<file path="config.mk">
export PLATFORM = sky130hd
export DESIGN_NAME = reg_dump_flat
export DESIGN_NICKNAME = d
export VERILOG_FILES = /design/src/rtl/reg_dump_if.sv /design/src/rtl/reg_dump.sv /design/src/flat_wrapper.sv
export SDC_FILE = /design/constraint.sdc
export NUM_CORES = 1
export LEC_CHECK = 0
export BUFFER_PORTS_ARGS = -buffer_cell sky130_fd_sc_hd__buf_2
export CAP_MARGIN = 5
export CORE_MARGIN = 2
export CORE_UTILIZATION = 26
export CTS_BUF_LIST = sky130_fd_sc_hd__clkbuf_4 sky130_fd_sc_hd__clkbuf_8 sky130_fd_sc_hd__clkbuf_16
export DETAILED_ROUTE_END_ITERATION = 10
export GPL_TIMING_DRIVEN = 1
export PLACE_DENSITY_LB_ADDON = 0.12
export SYNTH_ARGS = -nofsm -noshare
export SYNTH_HDL_FRONTEND = slang
export SYNTH_SLANG_ARGS = --single-unit
</file>
<file path="constraint.sdc">
create_clock -name DMP_CLK -period 3.4 [get_ports DMP_CLK]
set_clock_uncertainty 0.1 [all_clocks]
set_input_delay 0.34 -clock DMP_CLK [delete_from_list [all_inputs] [get_ports DMP_CLK]]
set_output_delay 0.34 -clock DMP_CLK [all_outputs]
set_load 0.02 [all_outputs]
</file>
<file path="src/rtl/reg_dump_if.sv">
// reg_dump_if: start/abort control, register-file read port and word stream of the dump engine.
interface reg_dump_if #(
  parameter int ADDR_W = 5,
  parameter int DATA_W = 32
);
  logic              DMP_START;
  logic              DMP_ABORT;
  logic [ADDR_W-1:0] DMP_RF_ADR;
  logic [DATA_W-1:0] DMP_RF_DATA;
  logic [DATA_W-1:0] DMP_TX_DATA;
  logic              DMP_TX_VALID;
  logic              DMP_TX_READY;
  logic              DMP_BUSY;
  logic              DMP_DONE;
  modport master (
    input  DMP_START, DMP_ABORT, DMP_RF_DATA, DMP_TX_READY,
    output DMP_RF_ADR, DMP_TX_DATA, DMP_TX_VALID, DMP_BUSY, DMP_DONE
  );
  modport slave (
    output DMP_START, DMP_ABORT, DMP_RF_DATA, DMP_TX_READY,
    input  DMP_RF_ADR, DMP_TX_DATA, DMP_TX_VALID, DMP_BUSY, DMP_DONE
  );
endinterface

</file>
<file path="src/rtl/reg_dump.sv">
// reg_dump: streams header, x0..x31 and their XOR checksum over valid/ready.
module reg_dump #(
  parameter int              NUM_REGS = 32,
  parameter int              ADDR_W   = 5,
  parameter int              DATA_W   = 32,
  parameter logic [DATA_W-1:0] HEADER = 32'hD00D_0001
) (
  input logic DMP_CLK,
  input logic DMP_RST_N,
  reg_dump_if.master dmp
);
  typedef enum logic [1:0] {IDLE, HDR, REGS, CSUM} state_t;
  localparam logic [ADDR_W:0] LAST_IDX = (ADDR_W+1)'(NUM_REGS);
  state_t            state_q, state_d;
  logic [ADDR_W:0]   idx_q, idx_d;
  logic [DATA_W-1:0] csum_q, csum_d;
  logic [DATA_W-1:0] data_q, data_d;
  logic              valid_q, valid_d;
  logic              busy_q, busy_d;
  logic              done_q, done_d;
  logic              beat;
  always_comb begin
    state_d = state_q;
    idx_d   = idx_q;
    csum_d  = csum_q;
    data_d  = data_q;
    valid_d = valid_q;
    busy_d  = busy_q;
    done_d  = 1'b0;
    beat    = valid_q && dmp.DMP_TX_READY;
    // abort wins over any coincident beat and, in IDLE, swallows a start
    if (dmp.DMP_ABORT) begin
      if (state_q != IDLE) begin
        state_d = IDLE;
        idx_d   = '0;
        csum_d  = '0;
        valid_d = 1'b0;
        busy_d  = 1'b0;
      end
    end else begin
      case (state_q)
        IDLE: if (dmp.DMP_START) begin
          state_d = HDR;
          idx_d   = '0;
          csum_d  = '0;
          data_d  = HEADER;
          valid_d = 1'b1;
          busy_d  = 1'b1;
        end
        HDR, REGS: if (beat) begin
          if (idx_q < LAST_IDX) begin
            data_d  = dmp.DMP_RF_DATA;
            csum_d  = csum_q ^ dmp.DMP_RF_DATA;
            idx_d   = idx_q + (ADDR_W+1)'(1);
            state_d = REGS;
          end else begin
            data_d  = csum_q;
            state_d = CSUM;
          end
        end
        CSUM: if (beat) begin
          state_d = IDLE;
          valid_d = 1'b0;
          busy_d  = 1'b0;
          done_d  = 1'b1;
        end
        default: state_d = IDLE;
      endcase
    end
  end
  always_ff @(posedge DMP_CLK or negedge DMP_RST_N) begin
    if (!DMP_RST_N) begin
      state_q <= IDLE;
      idx_q   <= '0;
      csum_q  <= '0;
      data_q  <= '0;
      valid_q <= 1'b0;
      busy_q  <= 1'b0;
      done_q  <= 1'b0;
    end else begin
      state_q <= state_d;
      idx_q   <= idx_d;
      csum_q  <= csum_d;
      data_q  <= data_d;
      valid_q <= valid_d;
      busy_q  <= busy_d;
      done_q  <= done_d;
    end
  end
  assign dmp.DMP_RF_ADR   = idx_q[ADDR_W-1:0];
  assign dmp.DMP_TX_DATA  = data_q;
  assign dmp.DMP_TX_VALID = valid_q;
  assign dmp.DMP_BUSY     = busy_q;
  assign dmp.DMP_DONE     = done_q;
endmodule

</file>
<file path="src/flat_wrapper.sv">
// flat-port wrapper written by rule: the top's interface ports become plain ports
module reg_dump_flat 
#(
  parameter int              NUM_REGS = 32,
  parameter int              ADDR_W   = 5,
  parameter int              DATA_W   = 32,
  parameter logic [DATA_W-1:0] HEADER = 32'hD00D_0001
)
  (DMP_CLK, DMP_RST_N, dmp_DMP_START, dmp_DMP_ABORT, dmp_DMP_RF_DATA, dmp_DMP_TX_READY, dmp_DMP_RF_ADR, dmp_DMP_TX_DATA, dmp_DMP_TX_VALID, dmp_DMP_BUSY, dmp_DMP_DONE);
  reg_dump_if #(.ADDR_W(ADDR_W), .DATA_W(DATA_W)) dmp_i ();
  input logic DMP_CLK;
  input logic DMP_RST_N;
  input wire logic [$bits(dmp_i.DMP_START)-1:0] dmp_DMP_START;
  input wire logic [$bits(dmp_i.DMP_ABORT)-1:0] dmp_DMP_ABORT;
  input wire logic [$bits(dmp_i.DMP_RF_DATA)-1:0] dmp_DMP_RF_DATA;
  input wire logic [$bits(dmp_i.DMP_TX_READY)-1:0] dmp_DMP_TX_READY;
  output wire logic [$bits(dmp_i.DMP_RF_ADR)-1:0] dmp_DMP_RF_ADR;
  output wire logic [$bits(dmp_i.DMP_TX_DATA)-1:0] dmp_DMP_TX_DATA;
  output wire logic [$bits(dmp_i.DMP_TX_VALID)-1:0] dmp_DMP_TX_VALID;
  output wire logic [$bits(dmp_i.DMP_BUSY)-1:0] dmp_DMP_BUSY;
  output wire logic [$bits(dmp_i.DMP_DONE)-1:0] dmp_DMP_DONE;
  assign dmp_i.DMP_START = dmp_DMP_START;
  assign dmp_i.DMP_ABORT = dmp_DMP_ABORT;
  assign dmp_i.DMP_RF_DATA = dmp_DMP_RF_DATA;
  assign dmp_i.DMP_TX_READY = dmp_DMP_TX_READY;
  assign dmp_DMP_RF_ADR = dmp_i.DMP_RF_ADR;
  assign dmp_DMP_TX_DATA = dmp_i.DMP_TX_DATA;
  assign dmp_DMP_TX_VALID = dmp_i.DMP_TX_VALID;
  assign dmp_DMP_BUSY = dmp_i.DMP_BUSY;
  assign dmp_DMP_DONE = dmp_i.DMP_DONE;
  reg_dump #(.NUM_REGS(NUM_REGS), .ADDR_W(ADDR_W), .DATA_W(DATA_W), .HEADER(HEADER)) u_core (.DMP_CLK(DMP_CLK), .DMP_RST_N(DMP_RST_N), .dmp(dmp_i));
endmodule
</file>
Word-level counts from Yosys, hierarchy flattened
Index checks and enable logic that the tools add are counted.
{"block": "word_totals", "ff_bits": 74, "input_bits": 37, "out_inout_bits": 40, "word_cells": 62}
{"block": "op_classes", "n_addsub": 1, "order_cmp": 1, "n_eq_ne": 10, "muxes": 31, "n_bitwise": 2, "n_reduce_logical": 11}
{"op": "2-to-1 mux 32 bit", "n": 8}
{"op": "one-hot mux 32 bit (2 select lines)", "n": 2}
{"op": "XOR 32 bit", "n": 1}
{"op": "2-to-1 mux 6 bit", "n": 5}
{"op": "one-hot mux 6 bit (2 select lines)", "n": 1}
{"op": "AND reduction 4 bit", "n": 3}
{"op": "2-to-1 mux 2 bit", "n": 5}
{"op": "!= test 3 x 2 -> 1 bit, second input constant", "n": 3}
{"op": "2-to-1 mux 1 bit", "n": 8}
{"op": "adder 6 x 1 -> 6 bit, second input constant", "n": 1}
{"op": "< comparator 6 bit, second input constant", "n": 1}
{"op": "one-hot mux 2 bit (3 select lines)", "n": 1}
{"op": "nonzero test 3 bit", "n": 2}
{"op": "AND reduction 5 bit", "n": 1}
{"op": "equality test 2 bit, second input constant", "n": 2}
{"op": "!= test 2 x 1 -> 1 bit, second input constant", "n": 2}
{"op": "nonzero test 2 bit", "n": 2}
{"op": "!= test 3 bit, second input constant", "n": 1}
{"op": "equality test 2 x 1 -> 1 bit, second input constant", "n": 1}
{"op": "logical NOT 2 bit", "n": 1}
{"op": "!= test 2 bit, second input constant", "n": 1}
{"op": "one-hot mux 1 bit (2 select lines)", "n": 1}
{"op": "OR reduction 2 bit", "n": 1}
{"op": "logical AND 1 bit", "n": 1}
{"op": "inverter 1 bit", "n": 1}

Longest topological paths before layout
Gate-level depths: netlist of the first run.
{"block": "depth", "depth_word": 5, "mapped_depth": 9, "depth_no_buf": 6}

Worst setup path before layout of the first run
Ideal clock, no wire load.
{"block": "synth_path", "path_kind": "register -> register", "start": "register u_core.state_q[0]", "end": "register u_core.csum_q[13]", "setup_ps": 78, "t_arrival_ps": 1860, "t_required_ps": 3222, "setup_slack_ps": 1362, "path_stages_with_launch": 9, "n_path_buf": 2, "period_less_slack_ps": 2038, "cell_sequence": "dfrtp_1 > inv_1 > ha_1 > nand2b_1 > a32o_1 > buf_6 > buf_6 > or3_1 > a21oi_1"}
{"block": "synth_via", "elab_chain_len": 4, "elab_cells_between_ends": 13, "classes_between": "eq/ne (6); mux (2); reduce/logical (5)"}
{"item": "start: declaration", "line_no": "reg_dump.sv:14", "source": "state_t state_q, state_d;"}
{"item": "start signal: assignment", "line_no": "reg_dump.sv:81", "source": "state_q <= state_d;"}
{"item": "equality test 2 x 1 -> 1 bit / equality test 2 bit (equally long branches)", "line_no": "reg_dump.sv:41", "source": "case (state_q)"}
{"item": "OR reduction 2 bit", "line_no": "reg_dump.sv:41"}
{"item": "!= test 3 x 2 -> 1 bit (no source line) (tied with other cells)"}
{"item": "AND reduction 5 bit (no source line) / 2-to-1 mux 32 bit (equally long branches)"}
{"item": "end signal: assignment", "line_no": "reg_dump.sv:83", "source": "csum_q <= csum_d;"}
{"item": "end: declaration", "line_no": "reg_dump.sv:16", "source": "logic [DATA_W-1:0] csum_q, csum_d;"}
Parallel ways exist; a longest one is shown, timed or not.
A chain may end at the register's enable or synchronous reset.

Final worst setup path of the first run
{"block": "layout_path", "start": "register u_core.state_q[0]", "end": "register u_core.csum_q[31]"}
The elaborated chain is that of the path after synthesis.

==> results of run 1 <==
-- critical path, stage by stage, from the launching register on --
cell	delay [ns]
dfrtp_1	0.42
inv_1	0.09
ha_2	0.58
nand4b_1	0.16
a32o_2	0.45
buf_4	0.28
or3_1	0.33
a21oi_1	0.16
-- cells in the mapped netlist --
library cell	count	area, um2
a211o_1	1	8.760
a211oi_1	1	7.510
a21o_1	1	7.510
a21oi_1	38	190.2
a31oi_1	7	43.79
a32o_1	1	10.01
a32oi_1	2	17.52
and4_1	1	8.760
buf_2	6	30.03
buf_4	6	45.04
buf_6	3	33.78
clkbuf_1	21	78.83
clkbuf_2	1	5.000
dfrtp_1	74	1852
ha_1	4	50.05
inv_1	37	138.9
mux2i_1	8	80.08
nand2_1	80	300.3
nand2b_1	2	12.51
nand3_1	28	140.1
nand4b_1	1	8.760
nor2_1	10	37.54
nor2b_1	1	6.260
nor3_1	1	5.000
nor3b_1	1	7.510
nor4bb_1	1	10.01
o21a_1	1	7.510
o21ai_0	61	305.3
o22ai_1	2	12.51
o31ai_1	1	7.510
or2_2	1	6.260
or3_1	35	219.0
-- sequential cells by signal, summed over array words and instances (netlist names) --
register	flops
u_core.csum_q	32
u_core.dmp.DMP_TX_DATA	32
u_core.idx_q	6
u_core.state_q	2
u_core.dmp.DMP_DONE	1
u_core.dmp.DMP_TX_VALID	1
-- routing by layer --
metal / vias up / wire (um)
met5: - / 0
met2: 65 / 4731
met1: 1536 / 4472
met3: 12 / 374
li1: 1585 / -
met4: 0 / 170
-- worst max path at each step --
stage,to,slack (ns),startpoint,cells past startpoint
global route,u_core.dmp.DMP_TX_DATA[2]$_DFFE_PN0P_,0.56,u_core.state_q[0]$_DFFE_PN0P_,6
floorplan,u_core.csum_q[13]$_DFFE_PN0P_,1.36,u_core.state_q[0]$_DFFE_PN0P_,8
global placement,u_core.dmp.DMP_TX_DATA[23]$_DFFE_PN0P_,0.81,u_core.state_q[0]$_DFFE_PN0P_,6
CTS,u_core.dmp.DMP_TX_DATA[4]$_DFFE_PN0P_,0.75,u_core.state_q[0]$_DFFE_PN0P_,6
finish,u_core.csum_q[31]$_DFFE_PN0P_,0.73,u_core.state_q[0]$_DFFE_PN0P_,7
detailed placement,u_core.dmp.DMP_TX_DATA[2]$_DFFE_PN0P_,0.75,u_core.state_q[0]$_DFFE_PN0P_,6
-- layout make-up --
type	instances	area, um2	area share, %
Clock buffer	12	266.5	5.950
Clock inverter	4	48.80	1.089
Inverter	37	138.9	3.101
Multi-Input combinational cell	290	1526	34.08
Sequential cell	74	1853	41.37
Tap cell	180	225.2	5.028
Timing Repair Buffer	81	420.4	9.385
-- cell families (layout without fill, tap and decap cells) --
logic type	Yosys count	count (layout)	share of synthesized area, %
compound gates	116	116	16.73
simple gates	162	162	20.63
fa+ha+maj	4	4	1.355
buf+inv	74	134	8.977
flops	74	74	50.14
mux	8	8	2.168
-- power groups by stage --
stage,sequential [mW],clock (mW),combinational [mW]
final,1.47,0.999,1.81
after global routing,1.53,1.06,2.04
after CTS,1.48,1.04,1.85
after detailed placement,1.50,0,1.85
after global placement,1.49,0,1.82
after floorplan,1.69,0,1.08
-- per-stage QoR --
stage / hold slack (ns) / instance area, um2 / power, mW / instances / setup WS, ns
after floorplan: -0.05559 / 3694 / 2.773 / 438 / 1.362
after global placement: 0.3472 / 4164 / 3.306 / 662 / 0.8068
after detailed placement: 0.3539 / 4164 / 3.345 / 662 / 0.7516
after CTS: 0.1157 / 4479 / 4.371 / 678 / 0.7497
after global routing: 0.1596 / 4479 / 4.626 / 678 / 0.5601
final: 0.05167 / 4479 / 4.287 / 678 / 0.7350
==> results.py, run 1 <==
metrics = {
    "timing": {
        "fin_tns_setup_ns": 0,
        "fmax_mhz": 375.2,
        "rsz0062_at_grt": "no",
        "relSlewSlack_pct": 33.66,
        "final_max_slew_viol_count": 0,
        "hold_viol": 0,
        "finalSetupViolCount": 0,
        "fin_crit_ns": 2.665,
        "worst_slew_pin_slew_ns": 0.9951,
        "fin_crit_sh_pct": 78.38,
    },
    "finish": {
        "layout_commonest_cell": "nand2_1",
        "post-route-util_pct": 32.27,
        "drive_above_1_share_pct": 20.48,
        "fin_nets": 534,
        "n_antenna_cell": 0,
        "layout_common_cells": "nand2_1 (80), buf_2 (75), dfrtp_1 (73)",
        "fillers": 1490,
        "areaGrowthSynthToFinish_pct": 21.27,
    },
    "grt": {
        "busiest_layer": "met2",
        "grt_util_met1_pct": 17.00,
        "grt_usage_pct": 13.57,
        "grt_start_max_net_pins": 75,
        "grt_pass1_wl_um": 15640,
        "grtUsageMet2_pct": 22.39,
        "grt_pass1_vias": 3080,
        "use_met3_pct": 3.275,
        "grt-ovfl-total": 0,
        "antenna_found_initial": 0,
    },
    "floorplan": {
        "die_h_um": 123.2,
        "io_pins": 77,
        "placeableCoreArea_mm2": 0.01388,
        "die-area_mm2": 0.01518,
        "num_rows": 43,
        "start_util_pct": 26.61,
        "die_w_um": 123.2,
    },
    "pwr": {
        "power.share.clock_pct": 23.3,
        "combPwrFrac_pct": 42.3,
        "power_frac_seq_pct": 34.4,
        "switching_power_mw": 1.825,
        "ir_worst_vdd_v": 0.0003830,
        "pwr_density_cell_mw_per_mm2": 957.1,
        "p_sw_share_pct": 42.57,
        "intPower_mw": 2.462,
        "cellLeakagePower_nw": 2.173,
    },
    "clock_tree": {
        "clkTransAtPathRegs_ns": 0.06,
        "cts_tree": "yes",
        "clock_latency_ns": 0.34,
        "numCtsBuffers": 9,
        "cts_hold_buf": 0,
        "cts_resized": 0,
        "postCtsSetupBuffers": 0,
        "htreeDepth": 3,
        "cts.sinks": 74,
        "cts_buffer_depth": 2,
        "cts-root-buf": "clkbuf_16",
    },
    "min_path": {
        "hold_path.class": "primary input to asynchronous set/reset pin",
    },
    "place": {
        "io_buffers": 76,
        "gp_congestion": 0.7412,
        "hpwl_um": 6223,
    },
    "synthesis": {
        "yosys.cell_types.count": 32,
        "synth_warnings": 0,
        "syn_nets": 479,
        "seq_area_frac_synth_pct": 50.14,
        "ys_seq_elements": 74,
        "synth.cell_area_mm2": 0.003694,
        "syn_inst": 438,
        "syn_area_per_cell_um2": 8.433,
    },
    "detailed_routing": {
        "wl_per_cell_um": 14.38,
        "wirelength_um": 9748,
        "ant_nets": 0,
        "vias": 3198,
        "viasPerCell": 4.717,
        "drc": 0,
        "dr.pass1.iters": 4,
        "drt_iter0_markers": 162,
    },
    "setup_path": {
        "reg2reg_depth": 7,
        "end_kind": "flip-flop",
        "startpoint_type": "flip-flop",
        "worstSetupPathType": "flip-flop to flip-flop",
        "r2r-start": "u_core.state_q[0]$_DFFE_PN0P_",
        "cp_max_fo": 29,
        "reg2reg_to": "u_core.csum_q[31]$_DFFE_PN0P_",
        "arrival_ns": 2.82,
        "cp.required_ns": 3.56,
        "reg2reg_slack_ns": 0.73,
    },
    "outcome": {
        "status": "completed",
    },
    "job": {
        "drv_cap": 0,
    },
}
Power figures use the tool's default switching activity.
==> run 2: changes to the inputs <==
Clock period 3.4 ns to 2.5 ns, I/O delays scaled along.
==> run 2 against run 1 <==
  * Sequential share of layout area is 0.66 points lower
  * Critical path type unchanged
  * Power grew 38%
  * Sequential cell count did not move
  * First-iteration DRC count is 4.3% higher
  * Register-to-register slack worse by 0.46 ns
  * Utilization is 0.52 points higher
  * Fmax up 20%
  * Sequential power up 36%
  * Clock power increased by 35%
  * Global-route usage is 0.32 points higher
==> results.py, run 2 (synthesized netlist as in run 1, its figures left out) <==
metrics = {
    "setup_path": {
        "reg2reg_slack_ns": 0.28,
        "max_stage_delay_ns": 0.76,
        "arrival_ns": 2.40,
        "slowest_stage": "a211o_1",
        "reg2reg_to": "u_core.dmp.DMP_TX_DATA[22]$_DFFE_PN0P_",
        "r2r-start": "u_core.state_q[0]$_DFFE_PN0P_",
        "path_cells": "inv_1, ha_2, buf_4, a211o_1, nand2_1, nand2_1",
        "cp_max_fo": 25,
        "startpoint": "u_core.state_q[0]$_DFFE_PN0P_",
        "worstSetupPathType": "flip-flop to flip-flop",
        "startpoint_type": "flip-flop",
        "cpMostUsedCell": "nand2_1",
        "critical_path_buf_inv_count": 2,
        "reg2reg_depth": 6,
        "cp.required_ns": 2.67,
        "end_kind": "flip-flop",
        "path_delay_family": "compound AO/OA/AOI/OAI gates",
    },
    "timing": {
        "worst_slew_pin_slew_ns": 0.9279,
        "fin_crit_sh_pct": 88.98,
        "fmax_mhz": 449.6,
        "final_max_slew_viol_count": 0,
        "worst_slack_ns": 0.2756,
        "finalSetupViolCount": 0,
        "fin_crit_ns": 2.224,
        "relSlewSlack_pct": 38.14,
        "hold_viol": 0,
        "rsz0062_at_grt": "no",
        "fin_tns_setup_ns": 0,
    },
    "finish": {
        "layout_common_cells": "nand2_1 (80), buf_2 (75), dfrtp_1 (73)",
        "fillers": 1483,
        "final_cell_area_mm2": 0.004552,
        "areaGrowthSynthToFinish_pct": 23.24,
        "drive_above_1_share_pct": 21.07,
        "seqCellArea_mm2": 0.001853,
        "fin_nets": 539,
        "layout_commonest_cell": "nand2_1",
        "n_antenna_cell": 0,
        "post-route-util_pct": 32.79,
        "multi_input_area_mm2": 0.001526,
    },
    "clock_tree": {
        "cts_resized": 0,
        "clkTransAtPathRegs_ns": 0.06,
        "numCtsBuffers": 9,
        "cts_tree": "yes",
        "cts-root-buf": "clkbuf_16",
        "cts.sinks": 74,
        "cts_buffer_depth": 2,
        "clock_latency_ns": 0.33,
        "htreeDepth": 3,
    },
    "grt": {
        "grt_pass1_vias": 3192,
        "grt_start_max_net_pins": 60,
        "antenna_found_initial": 0,
        "grt_pass1_wl_um": 16290,
        "grt-ovfl-total": 0,
        "grt_usage_pct": 13.89,
    },
    "detailed_routing": {
        "drt_iter0_markers": 169,
        "viasPerCell": 4.693,
        "ant_nets": 0,
        "drc": 0,
        "vias": 3205,
        "dr.pass1.iters": 4,
        "wirelength_um": 9719,
        "wl_per_cell_um": 14.23,
    },
    "place": {
        "gp_congestion": 0.7323,
        "preCtsSetupSlack_ns": 0.2414,
        "hpwl_um": 6267,
        "io_buffers": 76,
        "placed_area_mm2": 0.004232,
    },
    "floorplan": {
        "num_rows": 43,
        "die_h_um": 123.2,
        "die_w_um": 123.2,
        "placeableCoreArea_mm2": 0.01388,
        "start_util_pct": 26.61,
        "io_pins": 77,
        "die-area_mm2": 0.01518,
    },
    "outcome": {
        "status": "completed",
    },
    "pwr": {
        "p_sw_share_pct": 42.01,
        "combPwrFrac_pct": 43.4,
        "ir_worst_vdd_v": 0.0004559,
        "power_frac_seq_pct": 33.8,
        "power.share.clock_pct": 22.8,
        "intPower_mw": 3.441,
        "switching_power_mw": 2.493,
        "pwr_density_cell_mw_per_mm2": 1304,
        "cellLeakagePower_nw": 2.207,
    },
    "job": {
        "drv_cap": 0,
    },
    "min_path": {
        "hold_path.class": "primary input to flip-flop",
        "whs_endpoint": "u_core.dmp.DMP_DONE$_DFF_PN0_",
        "min_from": "dmp_DMP_ABORT",
        "whs_path_depth": 2,
    },
}
run 2: cell count changes in the layout (fill, tap and decap cells not counted):
cell           delta
clkbuf_4          +3
clkinv_2          -1
clkbuf_8          -1
buf_12            +3
clkinv_4          -1
buf_4             +1
dlygate4sd3_1     +1
run 2: area by class of cell:
type	count	share of cell area, %
clock buffer	14	6.047
clock inverter	2	0.7697
inverter	37	3.051
multi-input combinational	290	33.53
sequential	74	40.71
tap	180	4.948
timing repair buffer	86	10.94
run 2: worst reg2reg max path: cells and delay by family, from the launching register on:
family	cells	cell delay (ns)
simple gates	2	0.24
compound gates	1	0.77
fa+ha+maj	1	0.38
buf+inv	2	0.29
flops	1	0.39
run 2: routing by layer:
layer,wire length [um],vias to the layer above,GRT usage [%]
met3,408,12,3.137
met4,133,0,5.185
met5,0,-,0
met1,4617,1539,18.63
li1,-,1591,-
met2,4559,63,21.84
run 2: repair_timing:
item / CTS / global route
hold buffers: 1 / 0
endpoints found under the hold margin: 33 / 0
buffers inserted: 0 / 0
run 2: stage by stage:
step | power [mW] | cells | hold slack, ns
6_report | 5.934 | 683 | 0.1358
5_1_grt | 6.467 | 683 | 0.1408
4_1_cts | 6.052 | 683 | 0.1204
3_5_place_dp | 4.656 | 666 | 0.1429
3_3_place_gp | 4.582 | 666 | 0.1506
2_1_floorplan | 3.772 | 438 | -0.1456
run 2: power by group through the flow:
stage | clock, mW | combinational (mW) | sequential, mW
5_1_grt | 1.45 | 2.93 | 2.08
2_1_floorplan | 0 | 1.47 | 2.31
3_5_place_dp | 0 | 2.62 | 2.03
3_3_place_gp | 0 | 2.57 | 2.01
4_1_cts | 1.40 | 2.63 | 2.02
6_report | 1.35 | 2.57 | 2.00
run 2: how the worst max path moves through the flow:
stage	endpoint	cells past startpoint	slack [ns]
after floorplan	u_core.csum_q[29]$_DFFE_PN0P_	8	0.46
after global placement	u_core.dmp.DMP_TX_DATA[23]$_DFFE_PN0P_	6	0.34
after detailed placement	u_core.dmp.DMP_TX_DATA[22]$_DFFE_PN0P_	6	0.24
after CTS	u_core.dmp.DMP_TX_DATA[22]$_DFFE_PN0P_	6	0.24
after global routing	u_core.dmp.DMP_TX_DATA[5]$_DFFE_PN0P_	6	0.05
final	u_core.dmp.DMP_TX_DATA[22]$_DFFE_PN0P_	6	0.28
==> run 3: changes to the inputs <==
Settings changed: CORE_UTILIZATION 26 to 55.
==> run 3 against run 2 <==
  * Utilization increased by 35 points
  * Routed wire length decreased by 17%
  * Non-clock buffer count increased by 1
  * Largest cell class unchanged
  * Hold slack got worse by 0.025 ns
  * Global-route usage increased by 9.3 points
  * Critical path type unchanged
  * Register-to-register slack got worse by 0.098 ns
  * Power decreased by 6.6%
  * Critical path depth increased by 1
  * Sequential share of layout area increased by 2.1 points
  * Clock power decreased by 24%
  * Via count decreased by 0.44%
  * Combinational power decreased by 2%
==> results.py, run 3 (synthesized netlist as in run 1, its figures left out) <==
metrics = {
    "min_path": {
        "hold_path.class": "primary input to flip-flop",
    },
    "pwr": {
        "power.share.clock_pct": 18.4,
        "cellLeakagePower_nw": 2.167,
        "p_total_mw": 5.544,
        "p_sw_share_pct": 43.20,
        "ir_worst_vdd_v": 0.0006540,
        "combPwrFrac_pct": 45.6,
        "switching_power_mw": 2.395,
        "power_frac_seq_pct": 36.0,
        "intPower_mw": 3.149,
        "pwr_density_cell_mw_per_mm2": 1282,
    },
    "detailed_routing": {
        "drc": 0,
        "wirelength_um": 8101,
        "ant_nets": 0,
        "wl_per_cell_um": 13.94,
        "dr.pass1.iters": 4,
        "drt_iter0_markers": 219,
        "vias": 3191,
        "viasPerCell": 5.492,
    },
    "finish": {
        "fin_nets": 540,
        "drive_above_1_share_pct": 21.23,
        "layout_commonest_cell": "nand2_1",
        "post-route-util_pct": 67.33,
        "n_antenna_cell": 0,
        "fillers": 563,
        "layout_common_cells": "nand2_1 (80), buf_2 (75), dfrtp_1 (73)",
        "areaGrowthSynthToFinish_pct": 17.07,
        "multi_input_area_mm2": 0.001525,
        "seqCellArea_mm2": 0.001853,
    },
    "grt": {
        "grt-ovfl-total": 0,
        "grt_usage_pct": 23.22,
        "grt_start_max_net_pins": 60,
        "antenna_found_initial": 0,
        "grt_pass1_vias": 3042,
        "grt_pass1_wl_um": 13620,
    },
    "timing": {
        "hold_viol": 0,
        "finalSetupViolCount": 0,
        "fmax_mhz": 430.5,
        "final_max_slew_viol_count": 0,
        "fin_crit_ns": 2.323,
        "rsz0062_at_grt": "no",
        "worst_slew_pin_slew_ns": 0.5845,
        "fin_crit_sh_pct": 92.90,
        "relSlewSlack_pct": 61.04,
        "fin_tns_setup_ns": 0,
    },
    "setup_path": {
        "worstSetupPathType": "flip-flop to flip-flop",
        "path_cells": "inv_1, ha_1, nand2b_1, a32o_2, buf_4, or3_1, a21oi_1",
        "cp_max_fo": 51,
        "slowest_stage": "dfrtp_1",
        "max_stage_delay_ns": 0.40,
        "startpoint_type": "flip-flop",
        "end_kind": "flip-flop",
        "arrival_ns": 2.49,
        "cp.required_ns": 2.67,
    },
    "outcome": {
        "status": "completed",
    },
    "clock_tree": {
        "htreeDepth": 3,
        "clkTransAtPathRegs_ns": 0.08,
        "cts_buffer_depth": 2,
        "numCtsBuffers": 9,
        "clock_latency_ns": 0.34,
        "postCtsSetupBuffers": 0,
        "cts-root-buf": "clkbuf_8",
        "cts_tree": "yes",
        "cts.sinks": 74,
    },
    "place": {
        "gp_congestion": 0.7988,
        "hpwl_um": 5279,
        "io_buffers": 76,
    },
    "floorplan": {
        "die_h_um": 85.95,
        "die-area_mm2": 0.007387,
        "die_w_um": 85.95,
        "start_util_pct": 57.51,
        "placeableCoreArea_mm2": 0.006422,
        "io_pins": 77,
        "num_rows": 29,
    },
    "job": {
        "drv_cap": 0,
    },
}
==> run 3: what timing repair did <==
item,4_1_cts,5_1_grt
gates resized for setup,0,1
hold buffers,1,0
endpoints found under the setup margin,0,2
endpoints found under the hold margin,39,0
==> run 3: layout make-up <==
| type | count | area share [%] |
|---|---|---|
| repair buffers | 87 | 11.40 |
| clock inverters | 5 | 1.823 |
| well taps | 77 | 2.228 |
| multi-input cells | 290 | 35.27 |
| inverters | 37 | 3.212 |
| clock buffers | 11 | 3.212 |
| flip-flops and latches | 74 | 42.85 |
==> run 3: worst max-delay path: cells and delay by family, from the launching register on <==
kind / cells / cell delay [ns]
AO/OA/AOI/OAI: 2 / 0.44
adder cells (fa/ha/maj): 1 / 0.39
AND/OR/NAND/NOR: 2 / 0.59
buffers and inverters: 2 / 0.32
flip-flops: 1 / 0.40
==> run 3: worst paths after layout <==
check                                                             from  slack, ns                                      to  depth (start not counted)
worst max-delay path                     u_core.state_q[0]$_DFFE_PN0P_       0.18             u_core.idx_q[3]$_DFFE_PN0P_                          7
worst min-delay path                                     dmp_DMP_ABORT       0.11           u_core.dmp.DMP_DONE$_DFF_PN0_                          2
worst max register to register           u_core.state_q[0]$_DFFE_PN0P_       0.18             u_core.idx_q[3]$_DFFE_PN0P_                          7
worst min register to register  u_core.dmp.DMP_TX_DATA[13]$_DFFE_PN0P_       0.36  u_core.dmp.DMP_TX_DATA[13]$_DFFE_PN0P_                          2
max in group asynchronous                                    DMP_RST_N       1.40           u_core.csum_q[21]$_DFFE_PN0P_                          3
min in group asynchronous                                    DMP_RST_N       0.32             u_core.idx_q[0]$_DFFE_PN0P_                          2
==> run 3: routing by layer <==
metal  global-route usage (%)  wire length, um  vias to the layer above
met4                    6.782               46                        0
li1                         -                -                     1595
met3                    5.679              321                        4
met1                    31.06             3640                     1517
met5                        0                0                        -
met2                    37.70             4092                       75
==> run 3: through the flow <==
stage                     std cells  hold slack (ns)  cell area (um2)  setup WS, ns
after floorplan                 438          -0.1456             3694        0.4616
after global placement          564           0.1655             4095        0.2842
after detailed placement        564           0.1706             4095        0.1880
after CTS                       581          0.08835             4323        0.1628
after global routing            581           0.1008             4324       0.05834
final                           581           0.1110             4324        0.1774
==> run 3: power by group through the flow <==
stage	combinational [mW]	clock [mW]	sequential, mW
floorplan	1.47	0	2.31
global placement	2.46	0	2.00
detailed placement	2.54	0	2.02
CTS	2.55	1.04	2.00
global route	2.81	1.10	2.06
finish	2.53	1.02	2.00
